**src/rtl/fft_sequencer.sv**
```systemverilog
// fft_sequencer: control FSM that loads N samples per stage, triggers coefficient fill and stage compute, and tracks completion.
module fft_sequencer #(
    parameter int N        = 32,
    parameter int MSB      = 16,
    parameter int FILL_CYC = N / 2 + 2,
    parameter int TIMEOUT  = 1024
) (
    input  logic                   clk,
    input  logic                   rst_n,
    input  logic                   start,
    input  logic                   sample_valid,
    input  logic [MSB-1:0]         sample_in,
    output logic                   sample_ready,
    input  logic                   calc_finish,
    output logic                   fill_regs,
    output logic                   we_regs,
    output logic [MSB-1:0]         data_in,
    output logic [$clog2(N)-1:0]   addr_counter,
    output logic [$clog2(N/2)-1:0] stage,
    output logic                   start_calc,
    output logic                   busy,
    output logic                   done,
    output logic                   timeout_err
);
    localparam int AW   = $clog2(N);
    localparam int SW   = $clog2(N / 2);
    localparam int NSTG = $clog2(N);
    localparam int CMAX = (TIMEOUT > FILL_CYC) ? TIMEOUT : FILL_CYC;
    localparam int CW   = $clog2(CMAX + 1);

    typedef enum logic [2:0] {S_IDLE, S_LOAD, S_CFILL, S_CALC, S_WAIT, S_DONE} state_t;

    state_t          r_state;
    state_t          w_next;
    logic [AW-1:0]   r_cnt;
    logic [CW-1:0]   r_cyc;
    logic [SW-1:0]   r_stage;
    logic [MSB-1:0]  r_data;
    logic            r_tmo;
    logic            r_fill;
    logic            r_start_calc;
    logic            r_busy;
    logic            r_done;
    logic            w_accept;
    logic            w_last_fill;
    logic            w_tmo;
    logic            w_last_stg;

    assign w_accept     = (r_state == S_LOAD) && sample_valid;
    assign w_last_fill  = r_cyc == CW'(FILL_CYC - 1);
    assign w_tmo        = r_cyc == CW'(TIMEOUT - 1);
    assign w_last_stg   = r_stage == SW'(NSTG - 1);
    assign sample_ready = r_state == S_LOAD;
    assign we_regs      = w_accept;
    assign addr_counter = r_cnt;
    // The held sample register drives the output, bypassed by the live sample during an accept.
    assign data_in      = w_accept ? sample_in : r_data;
    assign stage        = r_stage;
    assign fill_regs    = r_fill;
    assign start_calc   = r_start_calc;
    assign busy         = r_busy;
    assign done         = r_done;
    assign timeout_err  = r_tmo;

    // State register.
    always_ff @(posedge clk or negedge rst_n) begin
        if (!rst_n) r_state <= S_IDLE;
        else        r_state <= w_next;
    end

    // Next-state decode; calc_finish wins over a coincident timeout.
    always_comb begin
        w_next = r_state;
        case (r_state)
            S_IDLE:  w_next = start ? S_LOAD : S_IDLE;
            S_LOAD:  w_next = (w_accept && r_cnt == AW'(N - 1)) ? S_CFILL : S_LOAD;
            S_CFILL: w_next = w_last_fill ? S_CALC : S_CFILL;
            S_CALC:  w_next = S_WAIT;
            S_WAIT:  w_next = calc_finish ? (w_last_stg ? S_DONE : S_LOAD) : (w_tmo ? S_IDLE : S_WAIT);
            S_DONE:  w_next = S_IDLE;
            default: w_next = S_IDLE;
        endcase
    end

    // Load count, dwell counter, stage index, sample hold and sticky timeout flag.
    always_ff @(posedge clk or negedge rst_n) begin
        if (!rst_n) begin
            r_cnt   <= '0;
            r_cyc   <= '0;
            r_stage <= '0;
            r_data  <= '0;
            r_tmo   <= 1'b0;
        end else begin
            if (r_state == S_IDLE && start) begin
                r_stage <= '0;
                r_cnt   <= '0;
                r_tmo   <= 1'b0;
            end
            if (w_accept) begin
                r_cnt  <= (r_cnt == AW'(N - 1)) ? '0 : r_cnt + AW'(1);
                r_data <= sample_in;
            end
            r_cyc <= (w_next == r_state && (r_state == S_CFILL || r_state == S_WAIT)) ? r_cyc + CW'(1) : '0;
            if (r_state == S_WAIT && calc_finish && !w_last_stg) r_stage <= r_stage + SW'(1);
            if (r_state == S_WAIT && !calc_finish && w_tmo) r_tmo <= 1'b1;
        end
    end

    // Registered control strobes, aligned with the state they belong to.
    always_ff @(posedge clk or negedge rst_n) begin
        if (!rst_n) begin
            r_fill       <= 1'b0;
            r_start_calc <= 1'b0;
            r_busy       <= 1'b0;
            r_done       <= 1'b0;
        end else begin
            r_fill       <= (w_next == S_CFILL) && (r_state != S_CFILL);
            r_start_calc <= w_next == S_CALC;
            r_busy       <= w_next != S_IDLE;
            r_done       <= w_next == S_DONE;
        end
    end
endmodule

```
**config.mk**
```make
export PLATFORM = sky130hd
export DESIGN_NAME = fft_sequencer
export DESIGN_NICKNAME = d
export VERILOG_FILES = /design/src/rtl/fft_sequencer.sv
export SDC_FILE = /design/constraint.sdc
export NUM_CORES = 1
export LEC_CHECK = 0
export ABC_AREA = 1
export CORE_MARGIN = 5
export CORE_UTILIZATION = 48
export DETAILED_ROUTE_END_ITERATION = 10
export PLACE_DENSITY = 0.78
export SYNTH_ARGS = -nofsm -noshare
export SYNTH_HDL_FRONTEND = slang
export SYNTH_SLANG_ARGS = --single-unit
```
**constraint.sdc**
```tcl
create_clock -name clk -period 2.1 [get_ports clk]
set_input_delay 0.42 -clock clk [delete_from_list [all_inputs] [get_ports clk]]
set_output_delay 0.42 -clock clk [all_outputs]
set_load 0.01 [all_outputs]
```
==> out/metrics.cfg, run 1 <==
[outcome]
status=finished, violations left
violations=setup timing

[sta]
tightestPinTransition_ps=570.6
fin_ws_ps=-1.858
finalCriticalPeriod_ps=2102
grt_setup_unrepaired=yes
slew_violations=0
clock.fmax_ghz=0.4758
clock_skew_ps=6.273
setup_violations=1
fin_crit_sh_pct=100.1
hold_viol=0
relSlewSlack_pct=61.96

[synthesis]
yosys_register_bits=44
yosys.area_share.xor_xnor_pct=2.931
synth_adder_area_share_pct=3.589
synth_edf_count=0
seq_area_frac_synth_pct=52.63
synth_compound_area_share_pct=4.486
synthMuxAreaShare_pct=0
syn-instance-count=244
synth.most_common_cell=nand2_1
synthTopCellsByCount=nand2_1, dfrtp_1, inv_1, nor2_1, nand3_1
synth_top_family_by_area=simple AND/OR/NAND/NOR gates
syn_area_um2=2092
syn_area_per_cell_um2=8.574
syn_nets=271
ys_types=28
synth_warnings=0
synth_area_leader_cell=dfrtp_1
synth_top_area_share_pct=52.63
yosys.area_share.simple_pct=30.38
synth_ff_type=dfrtp_1
synth.area.top_cells=dfrtp_1, nand2_1, inv_1, ha_1, nor2_2
async_flop_share_pct=100.0

[pwr]
p_per_area_nw_per_um2=829.5
leakagePower_nw=1.521
peakVddDrop_mv=0.6766
finalPower_mw=2.593

[worst_setup_path]
end_kind=output pin
cp_max_fo=16
crit_required_ps=1680
startpoint_type=flip-flop
worstSetupPathType=flip-flop to output pin
cp.arrival_ps=1680

[cts]
cts_sinks=44
clock_latency_ps=300
clk_pin_slew_worst_paths_ps=80
clockBufferDepth=2
ctsHoldBuffers=0
root_buffer=clkbuf_8
cts_buffers=5
cts_tree=yes
htree_levels=2

[die]
die-height_um=76.02
dieArea_um2=5778
core_um2=4294
rows=24
initial_utilization_pct=48.72
die_w_um=76.02
io_pins=53

[drt]
viasPerCell=4.817
drc=0
wl_per_cell_um=13.14
drtPass1Iterations=4
drt_iter0_drc=93
drtAntennaViolNets=0
vias=1898
wl_mm=5.176

[grt]
groute.usage.overall_pct=18.27
grt-busiest-layer=met2
use_met2_pct=28.60
grt_pass1_wl_mm=8.714
antenna_found_initial=0
grtUsageMet1_pct=24.63
met3_usage_pct=6.265
overflow=0
grt_pass1_vias=1762
grt_max_degree=26

[placement]
dp_hpwl_mm=3.440
place.gp.congestion=0.8153
placed_area_um2=2818
portBuffers=52

[min_path]
min_path_type=input port to asynchronous set/reset pin

[final_layout]
syn_to_final_growth_pct=49.40
antenna_cells=0
layout.nets=368
drive_gt1_share_pct=32.46
design_area_um2=3126

[job]
cap_viol_max_count=0

==> sequential cells by signal (all words and copies together), names as in the netlist <==
signal and cells:
r_cyc 11, addr_counter 5, done 1, timeout_err 1, busy 1, stage 4, r_state 3, fill_regs 1
r_data 16, start_calc 1
==> per-stage QoR <==
step                hold WS, ps  utilization, %  setup TNS [ps]  setup slack, ps  instances
floorplan                 124.4               -               0            297.5        244
global placement          443.5           65.62           -4415           -281.9        367
detailed placement        454.3           65.62           -4946           -348.4        367
CTS                       128.0           69.41          -20.69           -20.69        388
global route              137.7           72.79           -1009           -104.6        394
finish                    105.7           72.79          -1.858           -1.858        394
==> where the power goes <==
part | internal (mW) | total (mW) | switching [mW]
Combinational | 0.462 | 0.847 | 0.385
Sequential | 0.966 | 1.04 | 0.0779
Clock | 0.420 | 0.702 | 0.282
Total | 1.85 | 2.59 | 0.745
==> cell type report <==
cell class / count / area (µm²)
Multi-Input combinational cell: 171 / 922.1
Tap cell: 52 / 65.06
Fill cell: 306 / 1169
Sequential cell: 44 / 1101
Clock inverter: 1 / 30.03
Timing Repair inverter: 2 / 15.01
Inverter: 24 / 92.59
Timing Repair Buffer: 93 / 803.3
Clock buffer: 7 / 96.34
==> worst max-delay path: stages (launching register included) <==
cell     delay, ps
dfrtp_1        420
nor3_4         230
nand2_2        120
buf_4          160
buf_8          140
nand2_1         90
nand2_1         80
buf_2          150
==> final timing paths <==
| check | end | start | slack (ps) | cells after the start |
|---|---|---|---|---|
| min | r_data[1]$_DFF_PN0_ | rst_n | 110 | 1 |
| max reg2reg | r_cyc[10]$_DFF_PN0_ | r_state[0]$_DFF_PN0_ | 240 | 11 |
| max in group asynchronous | r_data[14]$_DFF_PN0_ | rst_n | 1410 | 2 |
| min in group clk | r_data[2]$_DFF_PN0_ | r_data[2]$_DFF_PN0_ | 490 | 2 |
| max | data_in[6] | r_state[2]$_DFF_PN0_ | -2 | 7 |
| min reg2reg | r_data[2]$_DFF_PN0_ | r_data[2]$_DFF_PN0_ | 490 | 2 |
==> cell families after synthesis <==
kind of cell	count (synthesis)
buffers and inverters	29
XOR/XNOR	7
adder cells (fa/ha/maj)	6
flip-flops	44
AND/OR/NAND/NOR	142
AO/OA/AOI/OAI	16
==> placed cells by master, fill, tap and decap left out, types with 2 or more instances in the layout <==
cell and n:
inv_1 20, nand3_1 14, o22ai_1 2, xor2_1 4, xnor2_1 3, clkdlybuf4s50_1 33, inv_2 3, clkinvlp_4 2
nor2_1 16, o21bai_1 2, clkbuf_8 7, dfrtp_1 44, ha_1 6, nand2_2 19, buf_6 11, nand2_1 69
buf_2 10, buf_4 36, o21ai_1 2, nor2_2 12, o21ai_0 8, nand4_1 4
==> routing by layer <==
metal / vias up / wire length [µm]
met3: 4 / 321
met2: 55 / 2507
li1: 957 / -
met4: 0 / 38
met1: 882 / 2308
met5: - / 0
==> timing repair <==
| action | CTS | global route |
|---|---|---|
| pin swaps | 2 | 6 |
| gates cloned | 2 | 0 |
| resized for setup | 76 | 29 |
| setup buffers | 11 | 6 |
| setup endpoints to repair | 17 | 17 |
Power figures use the tool's default switching activity.
==> run 2, diff against run 1 <==
--- a/config.mk
+++ b/config.mk
@@ -6,6 +6,7 @@
 export NUM_CORES = 1
 export LEC_CHECK = 0
 export ABC_AREA = 1
+export CAP_MARGIN = 20
 export CORE_MARGIN = 5
 export CORE_UTILIZATION = 48
 export DETAILED_ROUTE_END_ITERATION = 10
==> results of run 2 <==
The final DEF is identical to that of run 1; final timing and power are the same.
